`src/rtl/vec_pe_pkg.sv`:
```
// Shared definitions for the vector PE and its dispatcher: opcodes, sequencer states and
// opcode classification helpers.
package vec_pe_pkg;

   localparam logic [7:0] OpVadd     = 8'h00;
   localparam logic [7:0] OpVmul     = 8'h01;
   localparam logic [7:0] OpVdot     = 8'h02;
   localparam logic [7:0] OpVaddvarp = 8'h03;
   localparam logic [7:0] OpVmulvarp = 8'h04;
   localparam logic [7:0] OpVdotvarp = 8'h05;
   localparam logic [7:0] OpVsub     = 8'h06;
   localparam logic [7:0] OpVsubvarp = 8'h07;

   // Fixed PE cycles on top of the per-op multiply iterations.
   localparam int unsigned PE_OVERHEAD = 3;

   typedef enum logic [2:0] {
      StIdle,
      StRdA,
      StRdB,
      StRdC,
      StCapC,
      StIssue,
      StWb
   } state_e;

   function automatic logic is_mul(input logic [7:0] instr);
      return (instr == OpVmul) || (instr == OpVmulvarp);
   endfunction

   function automatic logic is_dot(input logic [7:0] instr);
      return (instr == OpVdot) || (instr == OpVdotvarp);
   endfunction

   function automatic logic is_varp(input logic [7:0] instr);
      return (instr == OpVaddvarp) || (instr == OpVmulvarp) || (instr == OpVdotvarp) ||
             (instr == OpVsubvarp);
   endfunction

endpackage

```
`src/rtl/vector_pe_dispatcher.sv`:
```
// Walks a vector command word by word: fetch operands from the register file, run one PE
// start/done handshake per word, write the result back, with an ISSUE watchdog.
module vector_pe_dispatcher
   import vec_pe_pkg::*;
#(
   parameter int unsigned ADDR_W = 5,
   parameter int unsigned VL_W   = 8,
   parameter int unsigned WDOG   = 255
) (
   input  logic              clk,
   input  logic              reset,
   input  logic              cmd_valid,
   output logic              cmd_ready,
   input  logic [7:0]        cmd_instr,
   input  logic [9:0]        cmd_sew,
   input  logic [3:0]        cmd_vap,
   input  logic [VL_W-1:0]   cmd_vl,
   input  logic [ADDR_W-1:0] cmd_vs1,
   input  logic [ADDR_W-1:0] cmd_vs2,
   input  logic [ADDR_W-1:0] cmd_vs3,
   input  logic [ADDR_W-1:0] cmd_vd,
   output logic              rf_ren,
   output logic [ADDR_W-1:0] rf_raddr,
   input  logic [31:0]       rf_rdata,
   output logic              rf_we,
   output logic [ADDR_W-1:0] rf_waddr,
   output logic [31:0]       rf_wdata,
   output logic              pe_start,
   output logic [7:0]        pe_instruction,
   output logic [31:0]       pe_opA,
   output logic [31:0]       pe_opB,
   output logic [31:0]       pe_opC,
   output logic [9:0]        pe_SEW,
   output logic [3:0]        pe_vap,
   input  logic              pe_done,
   input  logic [31:0]       pe_peout,
   output logic              busy,
   output logic              cmd_done,
   output logic              err
);

   localparam int unsigned WdW = $clog2(WDOG + 1);

   state_e              state_q, state_d;
   logic [VL_W-1:0]     idx_q, vl_q;
   logic [ADDR_W-1:0]   vs1_q, vs2_q, vs3_q, vd_q;
   logic [31:0]         res_q;
   logic                armed_q;
   logic [WdW-1:0]      wdog_q;
   logic                done_q, err_q;
   logic                accept, illegal, fire, expire, wb_last;

   assign accept  = cmd_valid && cmd_ready;
   assign illegal = cmd_instr > OpVsubvarp;
   // done is sticky from the previous op, so only trust it once our own start has been seen.
   assign fire    = (state_q == StIssue) && armed_q && pe_done;
   assign expire  = (state_q == StIssue) && !fire && (wdog_q == WdW'(WDOG - 1));

   always_ff @(posedge clk) begin
      if (reset) begin
         state_q        <= StIdle;
         idx_q          <= '0;
         vl_q           <= '0;
         vs1_q          <= '0;
         vs2_q          <= '0;
         vs3_q          <= '0;
         vd_q           <= '0;
         pe_instruction <= '0;
         pe_SEW         <= '0;
         pe_vap         <= '0;
         pe_opA         <= '0;
         pe_opB         <= '0;
         pe_opC         <= '0;
         res_q          <= '0;
         armed_q        <= 1'b0;
         wdog_q         <= '0;
         done_q         <= 1'b0;
         err_q          <= 1'b0;
      end else begin
         state_q <= state_d;
         done_q  <= 1'b0;
         err_q   <= 1'b0;
         unique case (state_q)
            StIdle: begin
               if (accept) begin
                  vl_q           <= cmd_vl;
                  vs1_q          <= cmd_vs1;
                  vs2_q          <= cmd_vs2;
                  vs3_q          <= cmd_vs3;
                  vd_q           <= cmd_vd;
                  pe_instruction <= cmd_instr;
                  pe_SEW         <= cmd_sew;
                  pe_vap         <= cmd_vap;
                  idx_q          <= '0;
                  if (cmd_vl == '0 || illegal) begin
                     done_q <= 1'b1;
                     err_q  <= illegal;
                  end
               end
            end
            StRdB:  pe_opA <= rf_rdata;
            StRdC:  pe_opB <= rf_rdata;
            StCapC: begin
               pe_opC  <= is_dot(pe_instruction) ? rf_rdata : 32'd0;
               armed_q <= 1'b0;
               wdog_q  <= '0;
            end
            StIssue: begin
               armed_q <= 1'b1;
               wdog_q  <= wdog_q + 1'b1;
               if (fire) begin
                  res_q <= pe_peout;
               end else if (expire) begin
                  done_q <= 1'b1;
                  err_q  <= 1'b1;
               end
            end
            StWb:    idx_q <= idx_q + 1'b1;
            default: ;
         endcase
      end
   end

   always_comb begin
      state_d  = state_q;
      rf_ren   = 1'b0;
      rf_raddr = '0;
      rf_we    = 1'b0;
      rf_waddr = '0;
      rf_wdata = '0;
      pe_start = 1'b0;
      wb_last  = 1'b0;
      unique case (state_q)
         StIdle: begin
            if (accept) state_d = (cmd_vl == '0 || illegal) ? StIdle : StRdA;
         end
         StRdA: begin
            rf_ren   = 1'b1;
            rf_raddr = vs1_q + ADDR_W'(idx_q);
            state_d  = StRdB;
         end
         StRdB: begin
            rf_ren   = 1'b1;
            rf_raddr = vs2_q + ADDR_W'(idx_q);
            state_d  = StRdC;
         end
         StRdC: begin
            if (is_dot(pe_instruction)) begin
               rf_ren   = 1'b1;
               rf_raddr = vs3_q + ADDR_W'(idx_q);
            end
            state_d = StCapC;
         end
         StCapC: state_d = StIssue;
         StIssue: begin
            pe_start = !(armed_q && pe_done);
            if (fire)        state_d = StWb;
            else if (expire) state_d = StIdle;
         end
         StWb: begin
            rf_we    = 1'b1;
            rf_waddr = vd_q + ADDR_W'(idx_q);
            rf_wdata = res_q;
            wb_last  = (idx_q == vl_q - 1'b1);
            state_d  = wb_last ? StIdle : StRdA;
         end
         default: state_d = StIdle;
      endcase
   end

   assign cmd_ready = (state_q == StIdle);
   assign busy      = (state_q != StIdle);
   assign cmd_done  = done_q || wb_last;
   assign err       = err_q;

endmodule
```
`config.mk`:
```
export PLATFORM = sky130hd
export DESIGN_NAME = vector_pe_dispatcher
export DESIGN_NICKNAME = d
export VERILOG_FILES = /design/src/rtl/vec_pe_pkg.sv /design/src/rtl/vector_pe_dispatcher.sv
export SDC_FILE = /design/constraint.sdc
export NUM_CORES = 1
export LEC_CHECK = 0
export ABC_AREA = 1
export CAP_MARGIN = 20
export CORE_AREA = 4 4 135 137
export CTS_CLUSTER_DIAMETER = 120
export CTS_CLUSTER_SIZE = 12
export DETAILED_ROUTE_END_ITERATION = 8
export DIE_AREA = 0 0 139 141
export PLACE_DENSITY = 0.92
export SLEW_MARGIN = 15
export SYNTH_ARGS = -nofsm -noshare
export SYNTH_HDL_FRONTEND = slang
export SYNTH_SLANG_ARGS = --single-unit
```
`constraint.sdc`:
```
create_clock -name clk -period 4.6 [get_ports clk]
set_input_delay 0.92 -clock clk [delete_from_list [all_inputs] [get_ports clk]]
set_output_delay 0.92 -clock clk [all_outputs]
set_load 0.005 [all_outputs]
```
# ---- After elaboration in Yosys (flattened, before gate mapping)
# Cells that the tools add are included.
dict set report totals {
  reg_bits 200
  in_bits 118
  out_inout_bits 167
  word_cells 87
}
dict set report classes {
  add_sub_neg 7
  magnitude_cmp 1
  n_eq_ne 12
  mux 28
  reduce_logical 21
}
# operator count
set op_table {}
lappend op_table {{two-way mux 32 bit} 2}
lappend op_table {{one-hot mux 8 bit (2 select lines)} 2}
lappend op_table {{one-hot mux 3 bit (7 select lines)} 1}
lappend op_table {{adder 5 bit} 4}
lappend op_table {{adder 8 x 1 -> 8 bit (second input constant)} 2}
lappend op_table {{one-hot mux 5 bit (3 select lines)} 1}
lappend op_table {{two-way mux 1 bit} 12}
lappend op_table {{two-way mux 5 bit} 2}
lappend op_table {{equality test 3 bit (second input constant)} 3}
lappend op_table {{two-way mux 3 bit} 3}
lappend op_table {{equality test 8 x 2 -> 1 bit (second input constant)} 1}
lappend op_table {{equality test 8 x 3 -> 1 bit (second input constant)} 1}
lappend op_table {{equality test 8 bit} 1}
lappend op_table {{equality test 8 bit (second input constant)} 1}
lappend op_table {{greater-than comparator 8 x 3 -> 1 bit (second input constant)} 1}
lappend op_table {{logical NOT 8 bit} 1}
lappend op_table {{two-way mux 8 bit} 1}
lappend op_table {{one-hot mux 1 bit (2 select lines)} 4}
lappend op_table {{AND reduction 2 bit} 4}
lappend op_table {{subtractor 8 x 1 -> 8 bit (second input constant)} 1}
lappend op_table {{equality test 3 x 2 -> 1 bit (second input constant)} 2}
lappend op_table {{logical AND 1 bit} 6}
lappend op_table {{nonzero test 2 bit} 2}
lappend op_table {{equality test 3 x 1 -> 1 bit (second input constant)} 1}
lappend op_table {{other kinds (7)} 10}

# ---- Longest topological paths before layout
dict set report logic_depth {
  ltp_word 9
  ltp_mapped 13
  depth_no_buf 13
}

# ---- Worst setup path before layout
# No wires, ideal clock.
dict set report synth_path {
  path_type {flip-flop to output port}
  from {register state_q[2]}
  to {output port rf_raddr[4]}
  t_arrival_ns 2.074
  required_ns 3.680
  path_slack_ns 1.606
  path_stages_with_launch 13
  path_cell_list {dfxtp_1 > nand3b_1 > buf_2 > buf_2 > nand2_1 > o21ai_0 > ha_1 > inv_1 > fa_1 > nor2_1 > a211oi_1 > xnor2_1 > o22ai_1}
}
dict set report synth_between {
  elab_chain_cells 2
  word_cells_on_any_way 4
  classes_between {eq/ne: 3; mux: 1}
}
# item line_no
set synth_lines {}
lappend synth_lines {{from (decl)} vector_pe_dispatcher.sv:44} ;# state_e state_q, state_d;
lappend synth_lines {{from (signal assigned)} vector_pe_dispatcher.sv:61} ;# state_q <= StIdle;
lappend synth_lines {{from (signal assigned)} vector_pe_dispatcher.sv:80} ;# state_q <= state_d;
lappend synth_lines {{equality test 3 x 2 -> 1 bit or equality test 3 x 1 -> 1 bit (tied branches)} vector_pe_dispatcher.sv:133} ;# unique case (state_q)
lappend synth_lines {{one-hot mux 5 bit (3 select lines) *} vector_pe_dispatcher.sv:133}
lappend synth_lines {{to (decl)} vector_pe_dispatcher.sv:23} ;# output logic [ADDR_W-1:0] rf_raddr,
# Mark *: on every way between the ends. The rest lies on a longest branch, timed or not.

# ---- Worst setup path after layout
# Ends and elaborated chain as after synthesis.

==> results.py <==
metrics = {
    "timing": {
        "worst_pin_slew_ps": 699,
        "fin_setup_tns_ps": 0,
        "setup_viol": 0,
        "fin_crit_sh_pct": 88.7,
        "rsz0062_at_grt": "no",
        "hold_viol_final": 0,
        "slew_violations": 0,
        "max_freq_mhz": 245,
        "skew_ps": 8.49,
        "relSlewSlack_pct": 53.4,
        "post-route-min-period_ps": 4080,
    },
    "worst_setup_path": {
        "crit_fanout": 21,
        "crit_path_max_incr_delay_ps": 520,
        "slowest_stage": "clkdlybuf4s50_1",
        "cp-start-kind": "flop",
        "crit_type": "flop to output port",
        "cp.arrival_ps": 3160,
        "cp-end-kind": "output port",
        "path_buf_inv": 3,
        "crit_chain": "nand3b_1, buf_4, nand2_1, o21ai_0, ha_1, inv_1, fa_1, nor2_1, a211oi_1, xnor2_1, o22ai_1, clkdlybuf4s50_1",
        "worst-endpoint-required_ps": 3680,
        "crit_family": "buffers and inverters",
    },
    "drt": {
        "drt-initial-drc-count": 476,
        "topRoutingLayerUsed": "met4",
        "postRouteAntennaNets": 0,
        "m1WireLength_um": 9750,
        "wl_per_cell_um": 15.8,
        "routed_wl_um": 24600,
        "viasPerCell": 5.17,
        "drt-pass1-iter-count": 5,
        "drc": 0,
        "dr_wl_met3_um": 2080,
        "met2_wirelength_um": 12200,
        "vias": 8072,
    },
    "yosys": {
        "synth-edff-count": 0,
        "synthCells": 1075,
        "synth_seq_area_share_pct": 48.7,
        "ys_ff_latch": 200,
        "syn_area_per_cell_um2": 7.66,
        "syn_nets": 1212,
        "ys_types": 42,
        "syn_area_um2": 8230,
        "ys_warn_count": 0,
        "async_flop_share_pct": 0,
        "synth_flop_cell": "dfxtp_1",
    },
    "floorplanning": {
        "die-area_um2": 19600,
        "core_um2": 17100,
        "num_io_pins": 285,
        "rows": 48,
        "initial_utilization_pct": 48.2,
        "die_w_um": 139,
        "die_h_um": 141,
    },
    "place": {
        "place_inst": 1528,
        "port-buffer-count": 284,
        "place_congestion": 0.885,
        "place_hpwl_um": 17300,
    },
    "final_layout": {
        "fin_util_pct": 68.7,
        "nNetsFinal": 1459,
        "num_antenna_cells": 0,
        "syn_to_final_growth_pct": 42.3,
        "drive_gt1_share_pct": 3.97,
        "finalNonFillerCells": 1560,
    },
    "outcome": {
        "status": "completed",
    },
    "clock_tree": {
        "postCtsHoldBufs": 0,
        "clk-insertion-delay-late_ps": 420,
        "cts_setup_buffers": 0,
        "numCtsBuffers": 17,
        "cts_root_buffer": "clkbuf_16",
        "cts_tree": "yes",
        "cts_resized": 0,
        "cts.sinks": 200,
        "clockBufferDepth": 2,
        "cts-htree-levels": 4,
        "clkSlewWorstSetupHoldPaths_ps": 70,
    },
    "global_route": {
        "grt_pass1_vias": 8176,
        "grt_pass1_wl_um": 39800,
        "grt_antenna_before_repair": 0,
        "grt_start_max_net_pins": 82,
        "globalRouteTotalUtil_pct": 24.4,
        "grt-ovfl-total": 0,
    },
    "pwr": {
        "power_leakage_nw": 4.48,
        "peakVddDrop_mv": 0.246,
        "p_per_area_nw_per_um2": 303,
    },
    "worst_hold_path": {
        "hold_class": "flop to flop",
    },
    "job": {
        "max-cap-violations": 0,
    },
}
[worst min-delay path, stage by stage, from the launching register on]
cell and delay [ps]:
dfxtp_1 310, inv_1 40, a21oi_1 50
[stage by stage]
stage          hold slack, ps  power [mW]  setup WS, ps  cell area (um2)
2_1_floorplan             425        1.97          1610             8230
3_3_place_gp              431        2.14          1100            11100
3_5_place_dp              436        2.15           993            11100
4_1_cts                   446        3.57           531            11700
5_1_grt                   464        3.68           317            11700
6_report                  445        3.55           519            11700
[synth_stat cells, drive strengths merged (5+ instances only)]
cell type / n / area (um2)
nand2: 137 / 517
clkbuf: 46 / 173
ha: 16 / 200
nand3: 59 / 300
dfxtp: 200 / 4000
buf: 21 / 115
xnor2: 5 / 43.8
a211oi: 6 / 45.0
inv: 154 / 578
nor2: 63 / 241
o21ai: 157 / 786
a21oi: 162 / 811
xor2: 12 / 105
[power by group]
group / switching, mW / total (mW) / internal [mW]
clock network: 0.700 / 1.44 / 0.741
registers: 0.0210 / 1.79 / 1.76
logic: 0.154 / 0.325 / 0.171
total: 0.876 / 3.55 / 2.68
[kinds of logic (layout without fill, tap and decap cells)]
kind of cell    Yosys count  after routing  share of synthesized area (%)
buf+inv                 221            481                           10.5
simple gates            271            271                           13.8
xor+xnor                 17             17                           1.81
compound gates          347            347                           22.0
flops                   200            200                           48.7
fa+ha+maj                19             19                           3.16
[registers in the layout, summed over array words and instances, names as in the netlist, 5 cells and up]
register / cells
vs2_q: 5
vl_q: 8
vs3_q: 5
pe_opC: 32
vs1_q: 5
idx_q: 8
pe_SEW: 10
pe_opB: 32
pe_opA: 32
res_q: 32
pe_instruction: 8
vd_q: 5
wdog_q: 8
[layout make-up]
cell class | instances | area [um2]
Tap cell | 225 | 282
Sequential cell | 200 | 4000
Fill cell | 1312 | 5340
Timing Repair Buffer | 295 | 2920
Inverter | 154 | 579
Clock inverter | 12 | 106
Clock buffer | 20 | 457
Multi-Input combinational cell | 654 | 3360
[path summary, 6_finish.rpt]
check | start | endpoint | slack, ps | depth (start not counted)
setup / recovery | state_q[2] | rf_raddr[4] | 520 | 12
hold / removal | pe_opA[10] | pe_opA[10] | 440 | 2
setup reg to reg | state_q[2] | idx_q[3] | 2380 | 7
hold reg to reg | pe_opA[10] | pe_opA[10] | 440 | 2
[metal layers]
layer | vias to the layer above | global-route usage [%]
met5 | - | 0
li1 | 4005 | -
met2 | 292 | 43.0
met4 | 0 | 9.01
met3 | 49 | 8.21
met1 | 3726 | 27.6
[placed cells by master (no fill, tap or decap), drive strengths merged, types with 6 or more instances in the layout]
cell type / n
buf: 12
a211oi: 6
clkdlybuf4s50: 283
o21ai: 157
clkbuf: 20
xor2: 12
nand2: 137
inv: 159
nand3: 59
nor2: 63
ha: 16
a21oi: 162
dfxtp: 200
Note: power is estimated with default switching activity, not from simulation.
